==> src/rtl/dcache_lsu_pkg.sv <==
// -----------------------------------------------------------------------------
// dcache_lsu_pkg
// Shared types and helpers for the load/store unit:
//   lsu_state_e      control FSM states (IDLE / BUSY / RESP)
//   SIZE_B..SIZE_D   access size encodings (2^size bytes)
//   CNT_*            indices of the performance counters
//   is_misaligned()  natural-alignment check for an access
// -----------------------------------------------------------------------------
package dcache_lsu_pkg;

  typedef enum logic [1:0] {
    IDLE = 2'd0,
    BUSY = 2'd1,
    RESP = 2'd2
  } lsu_state_e;

  localparam logic [1:0] SIZE_B = 2'd0;
  localparam logic [1:0] SIZE_H = 2'd1;
  localparam logic [1:0] SIZE_W = 2'd2;
  localparam logic [1:0] SIZE_D = 2'd3;

  localparam int CNT_LOAD  = 0;
  localparam int CNT_STORE = 1;
  localparam int CNT_STALL = 2;
  localparam int CNT_NUM   = 3;

  // An access of 2^size bytes is legal only if the low 'size' address bits are zero.
  function automatic logic is_misaligned(input logic [2:0] addr_lo, input logic [1:0] size);
    logic mis;
    case (size)
      SIZE_B:  mis = 1'b0;
      SIZE_H:  mis = addr_lo[0];
      SIZE_W:  mis = |addr_lo[1:0];
      default: mis = |addr_lo;
    endcase
    return mis;
  endfunction

endpackage

==> src/rtl/lsu_load_align.sv <==
// -----------------------------------------------------------------------------
// lsu_load_align
// Combinational extraction of a load result from a whole aligned Dcache word,
// followed by sign or zero extension to 64 bits.
// Ports:
//   rdata        in  64  aligned Dcache word
//   off          in   3  byte offset of the access inside the word
//   size         in   2  access size, 2^size bytes
//   is_unsigned  in   1  1 = zero-extend, 0 = sign-extend
//   data         out 64  extended load value
// -----------------------------------------------------------------------------
module lsu_load_align
  import dcache_lsu_pkg::*;
(
  input  logic [63:0] rdata,
  input  logic [2:0]  off,
  input  logic [1:0]  size,
  input  logic        is_unsigned,
  output logic [63:0] data
);

  logic [7:0]  b_lane [8];
  logic [15:0] h_lane [4];
  logic [31:0] w_lane [2];

  genvar gi;
  generate
    for (gi = 0; gi < 8; gi++) begin : g_byte
      assign b_lane[gi] = rdata[8*gi +: 8];
    end
    for (gi = 0; gi < 4; gi++) begin : g_half
      assign h_lane[gi] = rdata[16*gi +: 16];
    end
    for (gi = 0; gi < 2; gi++) begin : g_word
      assign w_lane[gi] = rdata[32*gi +: 32];
    end
  endgenerate

  logic [7:0]  b_sel;
  logic [15:0] h_sel;
  logic [31:0] w_sel;

  always_comb begin
    b_sel = b_lane[off];
    h_sel = h_lane[off[2:1]];
    w_sel = w_lane[off[2]];
    data  = rdata;
    case (size)
      SIZE_B:  data = is_unsigned ? {56'b0, b_sel} : {{56{b_sel[7]}}, b_sel};
      SIZE_H:  data = is_unsigned ? {48'b0, h_sel} : {{48{h_sel[15]}}, h_sel};
      SIZE_W:  data = is_unsigned ? {32'b0, w_sel} : {{32{w_sel[31]}}, w_sel};
      default: data = rdata;
    endcase
  end

endmodule

==> src/rtl/dcache_lsu.sv <==
// -----------------------------------------------------------------------------
// dcache_lsu
// Load/store unit between the MEM stage and the Dcache pipeline port.
// One op in flight: accepted in IDLE, issued to the Dcache in BUSY, returned
// in RESP. Misaligned ops skip the cache and return a fault.
// Ports:
//   clk, reset_n                 clock / asynchronous active-low reset
//   req_valid/req_ready          request handshake from MEM
//   req_wrn, req_addr, req_wdata, req_size, req_unsigned, req_tag   request fields
//   resp_valid/resp_ready        response handshake
//   resp_data, resp_tag, resp_store, resp_fault                      response fields
//   dc_addr, dc_wdata, dc_wlen, dc_enable, dc_wrn                    Dcache request
//   dc_rdata, dc_valid, dc_write_done                                Dcache completion
//   cnt_loads, cnt_stores, cnt_stall                                 saturating counters
// The Dcache is reset from the same reset_n source at top level, so both sides
// come out of reset together.
// DATA_WIDTH is expected to be 64 (the load aligner works on 8-byte words).
// -----------------------------------------------------------------------------
module dcache_lsu
  import dcache_lsu_pkg::*;
#(
  parameter int ADDR_WIDTH = 64,
  parameter int DATA_WIDTH = 64,
  parameter int TAG_WIDTH  = 5,
  parameter int CNT_WIDTH  = 32
) (
  input  logic                  clk,
  input  logic                  reset_n,
  input  logic                  req_valid,
  output logic                  req_ready,
  input  logic                  req_wrn,
  input  logic [ADDR_WIDTH-1:0] req_addr,
  input  logic [DATA_WIDTH-1:0] req_wdata,
  input  logic [1:0]            req_size,
  input  logic                  req_unsigned,
  input  logic [TAG_WIDTH-1:0]  req_tag,
  output logic                  resp_valid,
  input  logic                  resp_ready,
  output logic [DATA_WIDTH-1:0] resp_data,
  output logic [TAG_WIDTH-1:0]  resp_tag,
  output logic                  resp_store,
  output logic                  resp_fault,
  output logic [ADDR_WIDTH-1:0] dc_addr,
  output logic [DATA_WIDTH-1:0] dc_wdata,
  output logic [1:0]            dc_wlen,
  output logic                  dc_enable,
  output logic                  dc_wrn,
  input  logic [DATA_WIDTH-1:0] dc_rdata,
  input  logic                  dc_valid,
  input  logic                  dc_write_done,
  output logic [CNT_WIDTH-1:0]  cnt_loads,
  output logic [CNT_WIDTH-1:0]  cnt_stores,
  output logic [CNT_WIDTH-1:0]  cnt_stall
);

  lsu_state_e state_reg, state_next;

  // Latched request; these registers alone drive the Dcache port so it stays
  // stable for the whole BUSY period regardless of what MEM does.
  logic                  wrn_reg;
  logic [ADDR_WIDTH-1:0] addr_reg;
  logic [DATA_WIDTH-1:0] wdata_reg;
  logic [1:0]            size_reg;
  logic                  uns_reg;
  logic [TAG_WIDTH-1:0]  tag_reg;
  logic                  fault_reg;
  logic [DATA_WIDTH-1:0] load_data_reg;

  logic                  accept;
  logic                  misaligned;
  logic                  busy_done;
  logic                  retire;
  logic [DATA_WIDTH-1:0] load_ext;

  assign accept     = (state_reg == IDLE) && req_valid;
  assign misaligned = is_misaligned(req_addr[2:0], req_size);
  // Completion strobes only mean something while BUSY; elsewhere they are ignored.
  assign busy_done  = (state_reg == BUSY) && (wrn_reg ? dc_write_done : dc_valid);
  assign retire     = (state_reg == RESP) && resp_ready;

  lsu_load_align u_load_align (
    .rdata       (dc_rdata),
    .off         (addr_reg[2:0]),
    .size        (size_reg),
    .is_unsigned (uns_reg),
    .data        (load_ext)
  );

  // ---------------------------------------------------------------- FSM state
  always_ff @(posedge clk or negedge reset_n) begin
    if (!reset_n) begin
      state_reg <= IDLE;
    end else begin
      state_reg <= state_next;
    end
  end

  // ---------------------------------------------------------------- FSM next
  always_comb begin
    state_next = state_reg;
    case (state_reg)
      IDLE:    if (req_valid) state_next = misaligned ? RESP : BUSY;
      BUSY:    if (busy_done) state_next = RESP;
      RESP:    if (resp_ready) state_next = IDLE;
      default: state_next = IDLE;
    endcase
  end

  // ---------------------------------------------------------------- FSM outputs
  // Response fields are forced to zero outside RESP so the consumer never sees
  // stale data from a previous op.
  always_comb begin
    req_ready  = (state_reg == IDLE);
    dc_enable  = (state_reg == BUSY);
    resp_valid = (state_reg == RESP);
    resp_data  = '0;
    resp_tag   = '0;
    resp_store = 1'b0;
    resp_fault = 1'b0;
    if (state_reg == RESP) begin
      resp_data  = load_data_reg;
      resp_tag   = tag_reg;
      resp_store = wrn_reg;
      resp_fault = fault_reg;
    end
    dc_addr  = addr_reg;
    dc_wdata = wdata_reg;
    dc_wlen  = size_reg;
    dc_wrn   = wrn_reg;
  end

  // ---------------------------------------------------------------- datapath
  always_ff @(posedge clk or negedge reset_n) begin
    if (!reset_n) begin
      wrn_reg       <= 1'b0;
      addr_reg      <= '0;
      wdata_reg     <= '0;
      size_reg      <= '0;
      uns_reg       <= 1'b0;
      tag_reg       <= '0;
      fault_reg     <= 1'b0;
      load_data_reg <= '0;
    end else if (accept) begin
      wrn_reg       <= req_wrn;
      addr_reg      <= req_addr;
      wdata_reg     <= req_wdata;
      size_reg      <= req_size;
      uns_reg       <= req_unsigned;
      tag_reg       <= req_tag;
      fault_reg     <= misaligned;
      // Stores and faults report zero data; a load overwrites this on hit.
      load_data_reg <= '0;
    end else if (busy_done && !wrn_reg) begin
      load_data_reg <= load_ext;
    end
  end

  // ---------------------------------------------------------------- counters
  logic [CNT_NUM-1:0]   cnt_inc;
  logic [CNT_WIDTH-1:0] cnt_vec [CNT_NUM];

  assign cnt_inc[CNT_LOAD]  = retire && !fault_reg && !wrn_reg;
  assign cnt_inc[CNT_STORE] = retire && !fault_reg &&  wrn_reg;
  assign cnt_inc[CNT_STALL] = (state_reg == BUSY) && !busy_done;

  genvar gi;
  generate
    for (gi = 0; gi < CNT_NUM; gi++) begin : g_cnt
      logic [CNT_WIDTH-1:0] count_reg;
      always_ff @(posedge clk or negedge reset_n) begin
        if (!reset_n) begin
          count_reg <= '0;
        end else if (cnt_inc[gi] && (count_reg != '1)) begin
          count_reg <= count_reg + CNT_WIDTH'(1);
        end
      end
      assign cnt_vec[gi] = count_reg;
    end
  endgenerate

  assign cnt_loads  = cnt_vec[CNT_LOAD];
  assign cnt_stores = cnt_vec[CNT_STORE];
  assign cnt_stall  = cnt_vec[CNT_STALL];

endmodule

==> config.mk <==
export PLATFORM = sky130hd
export DESIGN_NAME = dcache_lsu
export DESIGN_NICKNAME = d
export VERILOG_FILES = /design/src/rtl/dcache_lsu_pkg.sv /design/src/rtl/lsu_load_align.sv /design/src/rtl/dcache_lsu.sv
export SDC_FILE = /design/constraint.sdc
export NUM_CORES = 1
export LEC_CHECK = 0
export BUFFER_PORTS_ARGS = -buffer_cell sky130_fd_sc_hd__buf_2
export CAP_MARGIN = 20
export CORE_AREA = 2 2 198 200
export DETAILED_ROUTE_END_ITERATION = 10
export DIE_AREA = 0 0 200 202
export GPL_ROUTABILITY_DRIVEN = 0
export GPL_TIMING_DRIVEN = 0
export PLACE_DENSITY = 0.67
export SKIP_CTS_REPAIR_TIMING = 1
export SYNTH_ARGS = -nofsm -noshare
export SYNTH_HDL_FRONTEND = slang
export SYNTH_SLANG_ARGS = --single-unit
==> constraint.sdc <==
create_clock -name clk -period 4.3 [get_ports clk]
set_clock_uncertainty 0.2 [all_clocks]
set_input_delay 1.29 -clock clk [delete_from_list [all_inputs] [get_ports clk]]
set_output_delay 1.29 -clock clk [all_outputs]
set_load 0.01 [all_outputs]
# Word-level counts from Yosys, hierarchy flattened
# Index checks and enable logic that the tools add are counted.
classes:
  n_eq_ne: 12
  n_lt_le_gt_ge: 3
  reduce_logical: 21
  n_addsub: 3
  bitwise: 3
  muxes: 26
op_table:
  columns: ["cell", "n"]
  rows:
  - ["$mux W64", 6]
  - ["$pmux W64 S3", 1]
  - ["$add A32 B1 Y32 const B", 3]
  - ["$mux W32", 3]
  - ["$ne A32 B32 Y1 const B", 3]
  - ["$bmux W16 S2", 1]
  - ["$mux W16", 2]
  - ["$bmux W8 S3", 1]
  - ["$mux W8", 2]
  - ["$logic_and A1 B1 Y1", 11]
  - ["$mux W2", 4]
  - ["$eq A2 B1 Y1 const B", 3]
  - ["$eq A2 B2 Y1 const B", 3]
  - ["$logic_not A2 Y1", 3]
  - ["$pmux W2 S3", 1]
  - ["$mux W5", 1]
  - ["$ge A4 B4 Y1 const B", 1]
  - ["$ne A2 B1 Y1 const B", 2]
  - ["$not A3 Y4", 1]
  - ["$ge A3 B3 Y1 const B", 1]
  - ["$logic_not A1 Y1", 3]
  - ["$mux W1", 3]
  - ["$not A2 Y3", 1]
  - ["$pmux W1 S3", 1]
  - ["7 further kinds", 7]
word_totals:
  out_inout_bits: 301
  ff_bits: 300
  input_bits: 207
  wordCells: 80

# Longest topological paths before layout
logic_depth:
  depth_word: 8
  ltp_mapped: 8
  ltp_nobuf: 6

# By module
# From an unflattened synthesis, not the netlist that was laid out.
hier_totals:
  cells_unflattened: 1270
  area_unflattened_um2: 14811.7
modules_own_cells:
  columns: ["module", "cells_per_inst", "seq_area_each_um2", "area_per_inst_um2", "instances"]
  rows:
  - ["dcache_lsu", 987, 7507.2, 12899.9, 1]
  - ["lsu_load_align", 283, 0.0, 1911.8, 1]

# Least setup slack after synthesis
# Ideal clock, no wire load.
synth_timing:
  path_type: "input to register"
  from: "input port dc_rdata[63]"
  to: "register load_data_reg[33]"
  slack_ps: 1278
  cell_stages: 6
  arrival_ps: 2688
  t_required_ps: 3967
  cell_sequence: "mux4_2 a22oi_1 o31ai_1 o21ai_1 clkbuf_1 o21ai_0"
synth_via:
  elab_chain_cells: 7
  elab_cells_between_ends: 15
synth_lines:
  columns: ["item", "line_no", "source"]
  rows:
  - ["start: declaration", "dcache_lsu.sv:48", "input logic [DATA_WIDTH-1:0] dc_rdata,"]
  - ["$bmux W8 S3, or another cell as far along", "lsu_load_align.sv:44", "b_sel = b_lane[off];"]
  - ["$mux W8 (not written as such), or another cell as far along (2 in a row)", "lsu_load_align.sv:44", null]
  - ["$mux W64 (on tied branches)", "lsu_load_align.sv:49, lsu_load_align.sv:50, lsu_load_align.sv:51", null]
  - ["$pmux W64 S3 (*)", "lsu_load_align.sv:48", "case (size)"]
  - ["$mux W64 (*)", "dcache_lsu.sv:153", "end else if (busy_done && !wrn_reg) begin"]
  - ["$mux W64 (*)", "dcache_lsu.sv:143", "end else if (accept) begin"]
  - ["end signal: assignment", "dcache_lsu.sv:154", "load_data_reg <= load_ext;"]
  - ["end: declaration", "dcache_lsu.sv:67", "logic [DATA_WIDTH-1:0] load_data_reg;"]
# Every way passes the cells marked *; elsewhere a longest branch is shown, timed or not. The select of a mux whose other input is x is not followed.
# A chain may end at the register's enable or synchronous reset.

# Worst setup path after layout
layout_timing:
  from: "register state_reg[0]"
  to: "output port resp_data[16]"
layout_via:
  elab_chain_cells: 2
layout_lines:
  columns: ["item", "line_no", "source"]
  rows:
  - ["start: declaration", "dcache_lsu.sv:56", "lsu_state_e state_reg, state_next;"]
  - ["start signal: assignment", "dcache_lsu.sv:94", "state_reg <= state_next;"]
  - ["$eq A2 B2 Y1", "dcache_lsu.sv:120", "if (state_reg == RESP) begin"]
  - ["$mux W64", "dcache_lsu.sv:120", null]
  - ["end: declaration", "dcache_lsu.sv:39", "output logic [DATA_WIDTH-1:0] resp_data,"]
# No other way between the ends.

==> results.tsv <==
stage	metric	value	unit
status	status	finished clean	
synthesis	Gate Count Post-Synth	1571	
global_routing	Overflow after GRT	0	
global_routing	first-pass GRT wire length	79.19	mm
synthesis	synth top area cells	dfrtp_1 (52%), nand2_1 (14%), xor2_1 (3.5%)	
global_routing	Total GRT Usage	0.2547	
worst_setup_path	largest stage delay on the critical path	0.47	ns
sta	Tmin final	4.162	ns
worst_hold_path	Hold Path Class	register to register	
global_routing	initial antenna violation count	13	
routing	Post-DRT Antenna Nets	0	
synthesis	synthesized area	14420	µm²
routing	drt drc	0	
sta	fmax	240.3	MHz
worst_setup_path	CP Class	register to primary output	
final_layout	fin cells	2670	
final_layout	fin area	18920	µm²
routing	First DRT Iteration DRCs	882	
die	die height	202	µm
worst_setup_path	worst reg2reg path endpoint	load_data_reg[54]	
power_and_ir_drop	Pwr per Cell Area	623.8	nW/µm²
synthesis	Syn Nets	1781	
final_layout	Synth-to-Final Area Change	31.14	%
synthesis	post-synth cell types	49	
placed_design	placed cell areas	17670	µm²
synthesis	Synth area leader	dfrtp_1	
worst_setup_path	Crit path max-delay family	buffers and inverters	
placed_design	Placed Instances	2598	
clocking	CTS root buffer	clkbuf_16	
worst_setup_path	startpoint class of the critical path	register	
die	starting density of the core	0.3767	
clocking	Worst-Skew Late Latency	0.52	ns
die	Die Width	200	µm
routing	Routed WL per cell	19.56	µm
sta	final setup fails	0	
worst_setup_path	CP Cell Sequence	nand2b_1 -> clkbuf_1 -> inv_1 -> clkbuf_1 -> and2_1 -> buf_2	
worst_setup_path	R2R Setup Slk	1.23	ns
power_and_ir_drop	Pleak	10.08	nW
routing	drt pass-1 iters	5	
worst_setup_path	worst path required time	2.81	ns
sta	Slew Limit Fails	0	
die	core area	38290	µm²
worst_setup_path	Most Frequent Cell on Critical Path	clkbuf_1	
clocking	CTS Sinks	300	
clocking	TritonCTS buffer count	35	
sta	Worst Max-Slew Pin Slew	0.7924	ns
placed_design	Port Buffer Count	507	
sta	relative slew slack	0.4677	
final_layout	fin nets	2328	
sta	Hold Fails Final Rpt	0	
worst_setup_path	CP arrival	2.67	ns
die	die footprint	40400	µm²
worst_setup_path	Reg2Reg Depth	7	
synthesis	synth warn	0	
job	max_cap viols	0	
power_and_ir_drop	overall power	11.80	mW
sta	setup TNS	0	ns
global_routing	largest net degree at the start of global routing	120	
worst_hold_path	Hold Startpoint	load_data_reg[12]	
synthesis	sequential share of the synthesized area	0.5205	
die	# IOs	508	
synthesis	number of synthesized flops with an enable pin	0	
clocking	H-tree depth	2	
routing	via count	13930	
worst_setup_path	CP endpoint kind	primary output	
power_and_ir_drop	peak supply drop	0.3382	mV
final_layout	layout cells sized above 1	0.2901	
sta	unrepaired setup endpoints after global routing	false	
worst_hold_path	WHS Path Cells	2	
placed_design	DPL Wire Length	40.05	mm
synthesis	Synth top area share	0.5205	
worst_setup_path	CP max FO	10	
synthesis	Post-synth ARST share	1.000	
final_layout	Fill cells	3668	
synthesis	FF+latch count, synth	300	
sta	ratio of final minimum period to clock period	0.9678	
clocking	clk slew on worst S/H paths	0.06	ns
global_routing	vias in the first global route	14110	
worst_setup_path	r2r startpoint	dc_addr[1]	
die	FP Rows	72	
clocking	CTS tree	yes	
synthesis	top_reg_cell synth	dfrtp_1	
clocking	Clock Path Buffers	3	
routing	drt via density	5.218	
worst_setup_path	slowest CP cell	clkbuf_1	
final_layout	Final Util	0.4941	
worst_setup_path	Worst Path Buf+Inv	4	
routing	Post-Route WL	52.24	mm
worst_hold_path	sink of the worst hold path	load_data_reg[12]	
synthesis	Syn Area/Cell	9.181	µm²
synth_stat cells (5+ instances only):
cell      number
nand2_1      520
dfrtp_1      300
clkbuf_1      76
and2_1        75
nor2_1        61
a21oi_1       60
xor2_1        57
nand3_1       48
o21ai_0       42
mux2i_1       33
xnor2_1       33
nand4_1       32
nor3_1        31
nor4_1        23
o221ai_1      22
mux2_2        18
inv_1         16
mux4_2        16
and3_1        11
nand2b_1      10
o211ai_1       9
buf_2          8
o32ai_1        8
and4_1         7
o22ai_1        7
or3_1          5
logic make-up (layout without fill, tap and decap cells):
logic type | Yosys count | count (layout) | share of synthesized area
buffers and inverters | 106 | 679 | 0.02880
AO/OA/AOI/OAI | 161 | 161 | 0.06931
other | 0 | 8 | 0
adder cells (fa/ha/maj) | 3 | 3 | 0.002603
XOR/XNOR | 90 | 90 | 0.05465
multiplexers | 67 | 67 | 0.06194
AND/OR/NAND/NOR | 844 | 844 | 0.2622
flip-flops | 300 | 300 | 0.5205
power by group:
part | switching, mW | internal, mW
Combinational | 2.83 | 1.61
Clock | 1.21 | 1.94
Sequential | 0.537 | 3.66
Total | 4.58 | 7.22
layer usage:
layer	GRT usage	vias up	routed length (µm)	part of all wire
li1	-	6377	-	-
met1	0.3024	6645	19690	0.38
met2	0.4222	693	24620	0.47
met3	0.06875	206	4798	0.092
met4	0.1304	10	3070	0.059
met5	0	-	56	0.0011
worst max path at each step:
stage                       startpoint           endpoint  slack [ns]  cells past startpoint
after floorplan           dc_rdata[63]  load_data_reg[33]        1.28                      6
after CTS                 state_reg[0]        resp_tag[4]        0.13                      6
after global placement         reset_n        dc_addr[35]       -4.04                      1
final                     state_reg[0]      resp_data[16]        0.14                      6
after global routing      state_reg[0]      resp_data[16]        0.04                      6
after detailed placement  dc_rdata[47]  load_data_reg[60]        0.54                      7
layout make-up:
type	count	area, µm²	area share
diodes	8	20.02	0.001058
clock buffers	49	1008	0.05331
inverters	16	60.06	0.003175
multi-input cells	1165	6501	0.3437
well taps	518	648.1	0.03426
plain buffers	90	356.6	0.01885
clock inverters	14	206.4	0.01091
repair buffers	510	2608	0.1378
flip-flops and latches	300	7507	0.3969
cells in the final DEF (no fill, tap or decap), types with 32 or more instances in the layout:
cell,count
nand4_1,32
and2_1,75
dfrtp_1,300
nand2_1,520
nand3_1,48
mux2i_1,33
o21ai_0,42
xor2_1,57
clkbuf_16,35
clkbuf_1,81
buf_2,514
a21oi_1,60
xnor2_1,33
nor2_1,61
stage by stage:
| stage | setup slack [ns] | hold slack [ns] |
|---|---|---|
| finish | 0.1383 | 0.2648 |
| global route | 0.03615 | 0.2811 |
| CTS | 0.1290 | 0.2653 |
| detailed placement | 0.5399 | 0.2522 |
| global placement | -4.040 | 0.2473 |
| floorplan | 1.278 | 0.2304 |
worst min-delay path: cells and delay by family, from the launching register on:
family,cells,cell delay (ns)
AND/OR/NAND/NOR,2,0.10
flip-flops,1,0.34
Power figures use the tool's default switching activity.
